--- src/rtl/dut_ctrl_pkg.sv ---
// Shared constants for the dut access path.
//   - dut register map: addresses seen on write_address/read_address.
//   - Scheduler FSM state encodings.
package dut_ctrl_pkg;

    localparam logic [2:0] ADDR_A_WR   = 3'd0;
    localparam logic [2:0] ADDR_A_RD   = 3'd0;
    localparam logic [2:0] ADDR_B_RD   = 3'd1;
    localparam logic [2:0] ADDR_Y_STAT = 3'd2;
    localparam logic [2:0] ADDR_Y_DATA = 3'd3;
    localparam logic [2:0] ADDR_B_WR   = 3'd5;

    localparam logic [1:0] ST_IDLE  = 2'd0;
    localparam logic [1:0] ST_ISSUE = 2'd1;
    localparam logic [1:0] ST_POLL  = 2'd2;
    localparam logic [1:0] ST_RESP  = 2'd3;

endpackage

--- src/rtl/dut_access_sched_rr_arbiter.sv ---
// Round-robin arbiter (combinational).
//   req   : request vector, one bit per requester
//   ptr   : highest-priority requester index this round
//   grant : one-hot grant, first set req bit at or after ptr with wrap; 0 if none
module rr_arbiter #(
    parameter int N  = 2,
    parameter int PW = $clog2(N)
) (
    input  logic [N-1:0]  req,
    input  logic [PW-1:0] ptr,
    output logic [N-1:0]  grant
);

    logic          found;
    logic [PW-1:0] idx;

    always_comb begin
        grant = '0;
        found = 1'b0;
        idx   = '0;
        for (int k = 0; k < N; k++) begin
            idx = PW'((int'(ptr) + k) % N);
            if (!found && req[idx]) begin
                grant[idx] = 1'b1;
                found      = 1'b1;
            end
        end
    end

endmodule

--- src/rtl/dut_access_sched.sv ---
// Shares the dut's single write/read port between NUM_REQ requesters.
// One transaction per round-robin grant; read data is returned to the
// granted requester. Reads of the y result FIFO can first poll the status
// word until y holds data, giving up after POLL_LIMIT polls.
//   CLK, RST                      clock / async active-high reset
//   req_valid/ready/write/addr/wdata   requester side (per-requester slices)
//   rsp_valid/data/timeout        one-cycle completion to granted requester
//   write_en/address/data, write_rdy   dut write port
//   read_en/address, read_data, read_rdy dut read port
module dut_access_sched
    import dut_ctrl_pkg::*;
#(
    parameter int NUM_REQ    = 2,
    parameter int POLL_Y     = 1,
    parameter int POLL_LIMIT = 64
) (
    input  logic                 CLK,
    input  logic                 RST,
    input  logic [NUM_REQ-1:0]   req_valid,
    output logic [NUM_REQ-1:0]   req_ready,
    input  logic [NUM_REQ-1:0]   req_write,
    input  logic [3*NUM_REQ-1:0] req_addr,
    input  logic [8*NUM_REQ-1:0] req_wdata,
    output logic [NUM_REQ-1:0]   rsp_valid,
    output logic [7:0]           rsp_data,
    output logic                 rsp_timeout,
    output logic                 write_en,
    output logic [2:0]           write_address,
    output logic [7:0]           write_data,
    input  logic                 write_rdy,
    output logic                 read_en,
    output logic [2:0]           read_address,
    input  logic [7:0]           read_data,
    input  logic                 read_rdy
);

    localparam int PW = $clog2(NUM_REQ);
    localparam int CW = $clog2(POLL_LIMIT) + 1;

    // Control state (reset)
    logic [1:0]         state;
    logic [PW-1:0]      rr_ptr;
    logic [CW-1:0]      poll_cnt;
    logic [NUM_REQ-1:0] gnt_q;
    logic               timeout_q;

    // Latched transaction and response data (not reset; only observed via state)
    logic               wr_q;
    logic [2:0]         addr_q;
    logic [7:0]         wdata_q;
    logic [7:0]         rsp_data_q;

    logic [NUM_REQ-1:0] grant;
    logic [PW-1:0]      g_idx;
    logic               sel_wr;
    logic [2:0]         sel_addr;
    logic [7:0]         sel_wdata;
    logic               accept;
    logic               issue_fire;

    rr_arbiter #(.N(NUM_REQ), .PW(PW)) u_arb (
        .req   (req_valid),
        .ptr   (rr_ptr),
        .grant (grant)
    );

    always_comb begin
        g_idx     = '0;
        sel_wr    = 1'b0;
        sel_addr  = '0;
        sel_wdata = '0;
        for (int k = 0; k < NUM_REQ; k++) begin
            if (grant[k]) begin
                g_idx     = PW'(k);
                sel_wr    = req_write[k];
                sel_addr  = req_addr[3*k +: 3];
                sel_wdata = req_wdata[8*k +: 8];
            end
        end
    end

    assign accept     = (state == ST_IDLE) && (|req_valid);
    assign issue_fire = (state == ST_ISSUE) && (wr_q ? write_rdy : read_rdy);

    // Outputs decode registered state only (plus the handshake inputs from
    // dut); RST forces everything low, including the combinational req_ready.
    always_comb begin
        req_ready     = '0;
        rsp_valid     = '0;
        rsp_data      = '0;
        rsp_timeout   = 1'b0;
        write_en      = 1'b0;
        write_address = '0;
        write_data    = '0;
        read_en       = 1'b0;
        read_address  = '0;
        if (!RST) begin
            case (state)
                ST_IDLE:  req_ready = grant;
                ST_ISSUE: begin
                    if (wr_q) begin
                        write_address = addr_q;
                        write_data    = wdata_q;
                        write_en      = write_rdy;
                    end else begin
                        read_address  = addr_q;
                        read_en       = read_rdy;
                    end
                end
                // Status read has no side effect, so read_en stays low.
                ST_POLL:  read_address = ADDR_Y_STAT;
                default: begin
                    rsp_valid   = gnt_q;
                    rsp_timeout = timeout_q;
                    rsp_data    = rsp_data_q;
                end
            endcase
        end
    end

    always_ff @(posedge CLK or posedge RST) begin
        if (RST) begin
            state     <= ST_IDLE;
            rr_ptr    <= '0;
            poll_cnt  <= '0;
            gnt_q     <= '0;
            timeout_q <= 1'b0;
        end else begin
            case (state)
                ST_IDLE: begin
                    if (accept) begin
                        gnt_q     <= grant;
                        rr_ptr    <= (int'(g_idx) == NUM_REQ - 1) ? '0 : g_idx + 1'b1;
                        poll_cnt  <= '0;
                        timeout_q <= 1'b0;
                        if (!sel_wr && sel_addr == ADDR_Y_DATA && POLL_Y != 0)
                            state <= ST_POLL;
                        else
                            state <= ST_ISSUE;
                    end
                end
                ST_ISSUE: begin
                    if (issue_fire)
                        state <= ST_RESP;
                end
                ST_POLL: begin
                    if (read_data[0]) begin
                        state <= ST_ISSUE;
                    end else if (poll_cnt == CW'(POLL_LIMIT - 1)) begin
                        state     <= ST_RESP;
                        timeout_q <= 1'b1;
                    end else begin
                        poll_cnt <= poll_cnt + 1'b1;
                    end
                end
                default: state <= ST_IDLE;
            endcase
        end
    end

    always_ff @(posedge CLK) begin
        if (accept) begin
            wr_q    <= sel_wr;
            addr_q  <= sel_addr;
            wdata_q <= sel_wdata;
        end
        if (issue_fire)
            rsp_data_q <= wr_q ? 8'h00 : read_data;
        else if (state == ST_POLL && !read_data[0])
            rsp_data_q <= 8'h00;
    end

endmodule

--- config.mk ---
export PLATFORM = sky130hd
export DESIGN_NAME = dut_access_sched
export DESIGN_NICKNAME = d
export VERILOG_FILES = /design/src/rtl/dut_ctrl_pkg.sv /design/src/rtl/dut_access_sched_rr_arbiter.sv /design/src/rtl/dut_access_sched.sv
export SDC_FILE = /design/constraint.sdc
export NUM_CORES = 1
export LEC_CHECK = 0
export ABC_AREA = 1
export CORE_ASPECT_RATIO = 1.4
export CORE_UTILIZATION = 46
export DETAILED_ROUTE_END_ITERATION = 6
export PLACE_DENSITY = 0.82
export SLEW_MARGIN = 15
export SYNTH_ARGS = -nofsm -noshare
export SYNTH_HDL_FRONTEND = slang
export SYNTH_SLANG_ARGS = --single-unit
--- constraint.sdc ---
create_clock -name CLK -period 5.65 [get_ports CLK]
set_clock_uncertainty 0.1 [all_clocks]
set_input_delay 1.13 -clock CLK [delete_from_list [all_inputs] [get_ports CLK]]
set_output_delay 1.13 -clock CLK [all_outputs]
set_load 0.02 [all_outputs]
# [Word level (Yosys, flattened, before mapping)]
# Cells that the tools add are included.
[word_totals] regBits=33 latchBits=0 ram_bits=0 romBits=0 n_memories=0
[op_classes] add_sub_neg=3 mul=0 n_div=0 magnitude_cmp=4 eq_ne=10 shift=0 mux=60 bitwise_logic=1 n_reduce_logical=19
[ops] operator="$mux 8" n=10
[ops] operator="$mux 1" n=23
[ops] operator="$mux 2" n=11
[ops] operator="$mux 3" n=7
[ops] operator="$mux 7" n=3
[ops] operator="$pmux 7 s2" n=1
[ops] operator="$ne 2x2->1 const B" n=5
[ops] operator="$reduce_and 4->1" n=2
[ops] operator="$add 7x1->7 const B" n=1
[ops] operator="$eq 7x6->1 const B" n=1
[ops] operator="$logic_and 1x1->1" n=7
[ops] operator="$pmux 2 s3" n=1
[ops] operator="$pmux 3 s2" n=1
[ops] operator="$lt 1x2->1 const B" n=2
[ops] operator="$reduce_bool 2->1" n=2
[ops] operator="$eq 3x2->1 const B" n=1
[ops] operator="$logic_not 1->1" n=3
[ops] operator="$ne 3x3->1 const B" n=1
[ops] operator="$reduce_and 3->1" n=1
[ops] operator="$reduce_or 3->1" n=1
[ops] operator="$add 1x1->1 const B" n=2
[ops] operator="$demux 1 s1" n=2
[ops] operator="$eq 2x1->1 const B" n=1
[ops] operator="$eq 2x2->1 const B" n=1
[ops] operator="6 further kinds" n=7

# [Depth between registers and ports, before layout]
# Gate-level depths: netlist of the first run.
[logic_depth] word_depth=14 mapped_depth=11 mapped_depth_nobuf=10

# [By module]
# A second synthesis of the first run with hierarchy kept.
[hier_totals] hier_cells=260 area_unflattened_um2=1938.1
[by_module_without_submodules] module="dut_access_sched" n_inst=1 cells_per_inst=256 area_per_inst_um2=1910.6
[by_module_without_submodules] module="rr_arbiter" n_inst=1 cells_per_inst=4 area_per_inst_um2=27.5

# [Worst setup path before layout of the first run]
# No wires, ideal clock.
[synth_timing] kind="input to output" startpoint="input req_valid[1]" endpoint="output req_ready[1]" t_arrival_ps=2124 setup_slack_ps=2296 stages=6 path_buffers=2 cell_sequence="buf_2 nand2_1 buf_2 nand2_1 nand2_1 nor2_1"
[synth_between] elab_chain_cells=8 elab_cells_between_ends=12
[synth_lines] element="from (decl)" line="dut_access_sched.sv:19" text="input logic [NUM_REQ-1:0] req_valid,"
[synth_lines] element="$mux 1 (implied by the code) (2 in series)" line="dut_access_sched_rr_arbiter.sv:23" text="if (!found && req[idx]) begin"
[synth_lines] element="$mux 1" line="dut_access_sched_rr_arbiter.sv:23"
[synth_lines] element="$logic_not 1->1" line="dut_access_sched_rr_arbiter.sv:23"
[synth_lines] element="$logic_and 1x1->1" line="dut_access_sched_rr_arbiter.sv:23"
[synth_lines] element="$mux 2 (*)" line="dut_access_sched_rr_arbiter.sv:23"
[synth_lines] element="$mux 2 (*)" line="dut_access_sched.sv:98" text="case (state)"
[synth_lines] element="$mux 2 (*)" line="dut_access_sched.sv:97" text="if (!RST) begin"
[synth_lines] element="to (decl)" line="dut_access_sched.sv:20" text="output logic [NUM_REQ-1:0] req_ready,"
# Mark *: on every way between the ends. The rest lies on a longest branch, timed or not. The select of a mux whose other input is x is not followed.

# [Worst setup path after layout of the first run]
# Ends and elaborated chain as after synthesis.

==> out/qor_table.md, run 1 <==
| Item | Value |
|---|---|
| Final std cell area, no fill | 2690 µm² |
| Achievable Freq | 225 MHz |
| Slew at the pin closest to its max-slew limit | 0.783 ns |
| Power per cell area | 379 nW/µm² |
| Maximum number of pins on one net before global-route repair | 18 |
| Placer Congestion | 0.885 |
| Total negative slack | 0 ns |
| Source-to-sink clock delay at the later pin of the worst-skew pair | 0.29 ns |
| Number of vias per cell after detailed routing | 5.09 |
| Number of CTS-inserted buffers | 5 |
| Share of the synthesized netlist area taken by xor and xnor gates | 0.921% |
| Cell area after technology mapping | 1900 µm² |
| Adder-cell share of the synthesized area | 3.95% |
| Standard cell core area | 3950 µm² |
| Result of the run | finished clean |
| Residual overflow from global routing | 0 |
| Total Die Area | 4400 µm² |
| Min Hold Slack | 0.438 ns |
| Clock tree buffer depth | 2 |
| Number of search-and-repair iterations in the first detailed-routing pass | 4 |
| Final wirelength | 4550 µm |
| RSZ-0062 raised after global routing | false |
| Routed wire length per instance | 13.2 µm |
| Synth Flop Type | sky130_fd_sc_hd__edfxtp_1 |
| Leakage power summed over all cells | 1.15 nW |
| Clock-pin slew on the worst setup and hold paths | 0.07 ns |
| Count of hold buffers inserted by post-cts repair | 0 |
| Worst Path Arrival | 3.22 ns |
| Synth Area in Simple Gates | 27.1% |
| Dominant combinational cell family by area after synthesis | simple AND/OR/NAND/NOR gates |
| Sequential-to-total area share from yosys stat | 48.7% |
| Initial antenna violation count | 0 |
| Layout overhead on the synthesized area | 41.5% |
| Mean instance size in the synthesized netlist | 8.13 µm² |
| Proportion of synthesized area in mux cells | 0% |
| Wl on met1 | 1790 µm |
| Global-route wire length before repair | 7690 µm |
| Post-place instance area | 2590 µm² |
| Top post-synthesis cells by count | 54 x sky130_fd_sc_hd__nand2_1, 44 x sky130_fd_sc_hd__nor2_1, 31 x sky130_fd_sc_hd__inv_1 |
| Nature of the critical path startpoint | primary input |
| Category of the critical setup timing path | primary input to output pin |
| DRC violation total after the first TritonRoute iteration | 54 |
| Least setup slack across all paths after layout | 1.20 ns |
| Crit path time final | 4.45 ns |
| Synth Area in Compound Gates | 11.1% |
| # setup viols final | 0 |
| Total met2 wirelength after detailed routing | 2410 µm |
| Synth top area cells | sky130_fd_sc_hd__edfxtp_1 32%, sky130_fd_sc_hd__dfrtp_1 17%, sky130_fd_sc_hd__nand2_1 11% |
| Vias in the first global route | 1736 |
| Antenna diode count | 0 |
| Kind of end point of the critical path | output pin |
| Htree depth | 2 |
| Count of vias placed by the detailed router | 1750 |
| Die H | 78.1 µm |
| Clock tree from TritonCTS | yes |
| Count of buffers from port buffering | 66 |
| Io pins | 67 |
| Critical path peak fanout | 14 |
| Final Total Pwr | 0.00102 W |
| Synth Warn # | 0 |
| Number of clock sinks | 33 |
| Resize count post-CTS | 0 |
| Starting Density | 48.1% |
| Number of hold violations in the final report | 0 |
| Area fraction of the dominant cell type after synthesis | 31.6% |
| Min-Delay Path Class | register to register |
| Cell count after synthesis | 234 |
| Uppermost layer routed | met4 |
| Total setup buffers inserted after CTS | 0 |
| Mapped Nets | 278 |
| Synth unique cells | 25 |
| CTS root buf | sky130_fd_sc_hd__clkbuf_8 |
| Max Slew Vio Count | 0 |
| Total global routing track utilization | 22.7% |
| Number of enable flip-flop cells after synthesis | 20 |
| Cell taking the most area after synthesis | sky130_fd_sc_hd__edfxtp_1 |
| Post-synthesis sequential element count | 33 |
| Antenna violation net count after detailed routing | 0 |
| Cell row count | 27 |
| Fin crit share | 78.7% |
| Net count, final | 344 |
| Wire length on met3 | 237 µm |
| Dominant cell by count in the synthesized netlist | sky130_fd_sc_hd__nand2_1 |
| Critical path data required time | 4.42 ns |
| Max-cap check violation count | 0 |
| HPWL reported at the end of detailed placement | 3530 µm |
| DP Worst Slack | 1.24 ns |
| Layout cells sized above 1 | 5.98% |
| Share of flip-flops with an asynchronous set or reset after synthesis | 39.4% |
| Maximum vdd ir drop | 0.250 mV |
| Total of fill cells in the finished design | 347 |
| Slew headroom | 47.8% |
| DR DRC count | 0 |
| Die width | 56.3 µm |
==> per-stage QoR <==
stage | std cells | util, %
global placement | 336 | 65.5
CTS | 344 | 68.1
detailed placement | 336 | 65.5
global route | 344 | 68.1
finish | 344 | 68.1
floorplan | 234 | -
==> routing by layer <==
| layer | global-route usage (%) | vias to the layer above |
|---|---|---|
| met5 | 0 | - |
| met4 | 9.76 | 0 |
| met3 | 5.60 | 9 |
| met2 | 40.2 | 54 |
| met1 | 25.7 | 797 |
| li1 | - | 890 |
==> kinds of logic after synthesis <==
kind of cell             count (synthesis)
XOR/XNOR                                 2
AO/OA/AOI/OAI                           27
adder cells (fa/ha/maj)                  6
buffers and inverters                   41
AND/OR/NAND/NOR                        125
flip-flops                              33
==> cell type report <==
type | instances | area [µm²] | area share, %
multi-input combinational | 160 | 818 | 30.4
clock inverter | 1 | 5.00 | 0.186
timing repair buffer | 67 | 668 | 24.8
sequential | 33 | 926 | 34.4
tap | 43 | 53.8 | 2.00
inverter | 33 | 124 | 4.60
clock buffer | 7 | 96.3 | 3.58
==> critical path, cell delays in order <==
cell                              delay [ns]
sky130_fd_sc_hd__clkdlybuf4s50_1        0.60
sky130_fd_sc_hd__nand2_1                0.31
sky130_fd_sc_hd__nand2_1                0.35
sky130_fd_sc_hd__nand2_1                0.11
sky130_fd_sc_hd__nor2_1                 0.10
sky130_fd_sc_hd__clkdlybuf4s50_1        0.62
==> power breakdown <==
part	switching [W]	internal, W
Clock	0.0000881	0.000110
Sequential	0.0000411	0.000350
Combinational	0.000271	0.000159
Total	0.000400	0.000620
==> layout by cell type (no fill, tap or decap) <==
| cell type | n |
|---|---|
| sky130_fd_sc_hd__a211oi_1 | 2 |
| sky130_fd_sc_hd__a21boi_0 | 1 |
| sky130_fd_sc_hd__a21o_1 | 1 |
| sky130_fd_sc_hd__a21oi_1 | 2 |
| sky130_fd_sc_hd__a21oi_4 | 1 |
| sky130_fd_sc_hd__a32o_1 | 8 |
| sky130_fd_sc_hd__buf_4 | 1 |
| sky130_fd_sc_hd__clkbuf_8 | 7 |
| sky130_fd_sc_hd__clkdlybuf4s50_1 | 66 |
| sky130_fd_sc_hd__clkinv_2 | 1 |
| sky130_fd_sc_hd__dfrtp_1 | 13 |
| sky130_fd_sc_hd__edfxtp_1 | 20 |
| sky130_fd_sc_hd__ha_1 | 6 |
| sky130_fd_sc_hd__inv_1 | 31 |
| sky130_fd_sc_hd__inv_2 | 2 |
| sky130_fd_sc_hd__nand2_1 | 54 |
| sky130_fd_sc_hd__nand3_1 | 21 |
| sky130_fd_sc_hd__nor2_1 | 44 |
| sky130_fd_sc_hd__nor2_4 | 1 |
| sky130_fd_sc_hd__nor3_1 | 3 |
| sky130_fd_sc_hd__nor3_2 | 1 |
| sky130_fd_sc_hd__o21a_1 | 1 |
| sky130_fd_sc_hd__o21ai_0 | 5 |
| sky130_fd_sc_hd__o21ai_1 | 3 |
| sky130_fd_sc_hd__o21ai_2 | 3 |
| sky130_fd_sc_hd__or2_2 | 1 |
| sky130_fd_sc_hd__xor2_1 | 2 |
==> flip-flops by register name, summed over array words and instances (netlist names) <==
name	flops
rr_ptr	1
gnt_q	2
state	2
timeout_q	1
poll_cnt	7
wdata_q	8
rsp_data_q	8
wr_q	1
addr_q	3
==> worst paths after layout <==
path                              start            end  slack, ns  cells past startpoint
max                        req_valid[1]   req_ready[1]       1.20                      6
min                           timeout_q      timeout_q       0.44                      2
max reg2reg                    state[0]  rsp_data_q[2]       3.29                      6
min reg2reg                   timeout_q      timeout_q       0.44                      2
max in group asynchronous           RST    poll_cnt[1]       3.79                      3
min in group asynchronous           RST       state[0]       1.48                      3
Note: power is estimated with default switching activity, not from simulation.
==> inputs of run 2 (changes only) <==
--- a/config.mk
+++ b/config.mk
@@ -7,9 +7,9 @@
 export LEC_CHECK = 0
 export ABC_AREA = 1
 export CORE_ASPECT_RATIO = 1.4
-export CORE_UTILIZATION = 46
+export CORE_UTILIZATION = 45
 export DETAILED_ROUTE_END_ITERATION = 6
-export PLACE_DENSITY = 0.82
+export PLACE_DENSITY = 0.8
 export SLEW_MARGIN = 15
 export SYNTH_ARGS = -nofsm -noshare
 export SYNTH_HDL_FRONTEND = slang
==> constraint.sdc (replaced) <==
create_clock -name CLK -period 4.3 [get_ports CLK]
set_clock_uncertainty 0.1 [all_clocks]
set_input_delay 0.86 -clock CLK [delete_from_list [all_inputs] [get_ports CLK]]
set_output_delay 0.86 -clock CLK [all_outputs]
set_load 0.02 [all_outputs]
==> run 2 against run 1 <==
Net effect: the run now ends with DRC left; design area barely moved; cell count rose by 0.87%; count of clock-buffer cells in the layout is the same; wire length fell by 0.99%; combinational power up 32%; worst hold slack worse by 0.011 ns; sequential power is 32% higher; register-to-register slack lost 1.3 ns; highest routed layer unchanged.
==> out/qor_table.md, run 2 (same netlist as run 1, synthesis figures left out) <==
| Item | Value | vs previous |
|---|---|---|
| Result of the run | complete, but fails checks |  |
| Violated checks | DRC |  |
| Layout overhead on the synthesized area | 41.6% | about the same |
| Worst Path Arrival | 2.70 ns | -0.52 ns |
| Count of vias placed by the detailed router | 1749 | -0.057% |
| Critical path data required time | 3.34 ns | -1.08 ns |
| Buffers & Inverters on Critical Path | 2 | unchanged |
| Commonest non-fill, non-tap cell in the layout | sky130_fd_sc_hd__clkdlybuf4s50_1 |  |
| DR DRC count | 2 | +2 |
| Achievable Freq | 273 MHz |  |
| Cell occurring most often along the worst timing path | sky130_fd_sc_hd__nand2_1 |  |
| Resize count post-CTS | 0 | unchanged |
| Total Die Area | 4490 µm² | +2.2% |
| Total of fill cells in the finished design | 341 | -1.7% |
| Switching power share of the total | 39.7% | +0.44 points |
| Io pins | 67 | unchanged |
| Max Slew Vio Count | 0 | unchanged |
| Clock tree buffer depth | 2 | unchanged |
| Slew headroom | 50.2% | +2.4 points |
| Starting Density | 47.7% | -0.41 points |
| Htree depth | 2 | unchanged |
| Total negative slack | 0 ns | unchanged |
| Kind of end point of the critical path | output pin |  |
| Standard cell core area | 3990 µm² | +0.85% |
| Initial antenna violation count | 0 | unchanged |
| Die width | 56.9 µm | +1.1% |
| Slowest CP cell | sky130_fd_sc_hd__clkdlybuf4s50_1 |  |
| Residual overflow from global routing | 0 | unchanged |
| Count of buffers from port buffering | 66 | unchanged |
| Total met2 wirelength after detailed routing | 2400 µm | -0.12% |
| RSZ-0062 raised after global routing | false |  |
| Clock-pin slew on the worst setup and hold paths | 0.06 ns | about the same |
| CTS root buf | sky130_fd_sc_hd__clkbuf_8 |  |
| Slew at the pin closest to its max-slew limit | 0.748 ns | -0.0357 ns |
| Vias in the first global route | 1641 | -5.5% |
| Die H | 78.9 µm | +1.1% |
| Number of search-and-repair iterations in the first detailed-routing pass | 6 | +2 |
| Global-route wire length before repair | 7210 µm | -6.3% |
| Flop pwr share | 39.6% | +1.2 points |
| Final wirelength | 4500 µm | -0.99% |
| Category of the critical setup timing path | primary input to output pin |  |
| Critical path peak fanout | 9 | -5 |
| Layout cells sized above 1 | 5.92% | -0.059 points |
| Antenna violation net count after detailed routing | 0 | unchanged |
| Int Power | 0.000786 W | +27% |
| Crit path time final | 3.66 ns |  |
| Uppermost layer routed | met4 |  |
| # setup viols final | 0 | unchanged |
| Cell Count Post-Placement | 339 | +0.89% |
| Min-Delay Path Class | register to register |  |
| HPWL reported at the end of detailed placement | 3480 µm | -1.4% |
| Total setup buffers inserted after CTS | 0 | unchanged |
| Antenna diode count | 0 | unchanged |
| Leakage power summed over all cells | 1.15 nW | about the same |
| Routed wire length per instance | 13.0 µm | -1.8% |
| Clock tree from TritonCTS | yes |  |
| Power per cell area | 484 nW/µm² | +28% |
| Wire length on met3 | 180 µm | -24% |
| Comb pwr share | 43.7% | +1.5 points |
| Maximum number of pins on one net before global-route repair | 18 | unchanged |
| Number of vias per cell after detailed routing | 5.04 | -0.92% |
| Reported net switching power | 0.000517 W | +29% |
| Maximum vdd ir drop | 0.241 mV | -3.7% |
| Placer Congestion | 0.837 | -5.4% |
| Fin crit share | 85.1% |  |
| Largest registers in the final layout | rsp_data_q x8, wdata_q x8, poll_cnt x7 |  |
| Number of clock sinks | 33 | unchanged |
| CP Cell Sequence | clkdlybuf4s50_1, nand2_1, nand2_1, nand2_1, nor2_1, clkdlybuf4s50_1 |  |
| Number of hold violations in the final report | 0 | unchanged |
| Wl on met1 | 1820 µm | +1.8% |
| Source-to-sink clock delay at the later pin of the worst-skew pair | 0.28 ns | about the same |
| CP delay by family, top | buffers and inverters |  |
| Total global routing track utilization | 21.4% | -1.3 points |
| Stage delay of the slowest cell on the critical path | 0.61 ns | about the same |
| DRC violation total after the first TritonRoute iteration | 44 | -19% |
| Leading cell types in the layout, fill and taps excluded | 66 x sky130_fd_sc_hd__clkdlybuf4s50_1, 54 x sky130_fd_sc_hd__nand2_1, 44 x sky130_fd_sc_hd__nor2_1, 31 x sky130_fd_sc_hd__inv_1, 21 x sky130_fd_sc_hd__nand3_1 |  |
| Number of CTS-inserted buffers | 5 | unchanged |
| Finished Layout Cells | 347 | +0.87% |
| Max-cap check violation count | 0 | unchanged |
| Cell row count | 27 | unchanged |
| Count of hold buffers inserted by post-cts repair | 0 | unchanged |
| Nature of the critical path startpoint | primary input |  |
| Net count, final | 347 | +0.87% |
| Clk pwr share | 16.8% | -2.6 points |
==> run 2: changes by cell type in the layout (fill, tap and decap cells not counted), sizes merged <==
cell | before | now
buf | 1 | 4
==> run 2: routing by layer <==
metal  up-vias  GRT usage, %
li1        895             -
met1       805          24.1
met2        41          36.6
met3         8          5.86
met4         0          11.2
met5         -             0
==> run 2: layout make-up <==
class / count / area [µm²] / area share, %
sequential: 33 / 926 / 34.4
clock inverter: 1 / 3.75 / 0.139
tap: 43 / 53.8 / 2.00
multi-input combinational: 160 / 818 / 30.4
timing repair buffer: 70 / 691 / 25.7
inverter: 33 / 124 / 4.60
clock buffer: 7 / 76.3 / 2.83
==> run 2: worst reg2reg max path, stage by stage (launching register included) <==
cell and delay, ns:
sky130_fd_sc_hd__dfrtp_1 0.43, sky130_fd_sc_hd__inv_1 0.11, sky130_fd_sc_hd__ha_1 0.36, sky130_fd_sc_hd__inv_2 0.15, sky130_fd_sc_hd__nor2_4 0.16, sky130_fd_sc_hd__nor2_1 0.08, sky130_fd_sc_hd__a21oi_1 0.59
==> run 2: worst paths after layout <==
kind                         startpoint            end  slack (ns)  cells past startpoint
hold reg to reg               timeout_q      timeout_q        0.43                      2
setup / recovery           req_valid[1]   req_ready[1]        0.64                      6
min in group asynchronous           RST       state[0]        1.00                      4
hold / removal                timeout_q      timeout_q        0.43                      2
max in group asynchronous           RST    poll_cnt[6]        2.92                      4
setup reg to reg               state[0]  rsp_data_q[6]        1.96                      6
==> run 2: stage by stage <==
step / power (W) / hold slack [ns] / area [µm²] / utilization, % / setup slack, ns
floorplan: 0.000888 / 0.396 / 1900 / - / 1.49
global placement: 0.00108 / 0.421 / 2610 / 65.5 / 0.706
detailed placement: 0.00109 / 0.422 / 2610 / 65.5 / 0.693
CTS: 0.00131 / 0.432 / 2690 / 67.5 / 0.678
global route: 0.00140 / 0.452 / 2690 / 67.5 / 0.554
finish: 0.00130 / 0.426 / 2690 / 67.5 / 0.639
==> run 2: power groups by stage <==
stage / clock [W] / sequential, W / combinational (W)
floorplan: 0 / 0.000499 / 0.000389
global placement: 0 / 0.000517 / 0.000561
detailed placement: 0 / 0.000521 / 0.000569
CTS: 0.000221 / 0.000516 / 0.000573
global route: 0.000237 / 0.000527 / 0.000636
finish: 0.000218 / 0.000516 / 0.000569
==> inputs of run 3 (changes only) <==
--- a/config.mk
+++ b/config.mk
@@ -6,8 +6,10 @@
 export NUM_CORES = 1
 export LEC_CHECK = 0
 export ABC_AREA = 1
+export CAP_MARGIN = 30
 export CORE_ASPECT_RATIO = 1.4
 export CORE_UTILIZATION = 45
+export CTS_CLUSTER_SIZE = 16
 export DETAILED_ROUTE_END_ITERATION = 6
 export PLACE_DENSITY = 0.8
 export SLEW_MARGIN = 15
==> results of run 3 <==
Same layout as run 2: the final DEF is identical, and so are final timing and power.
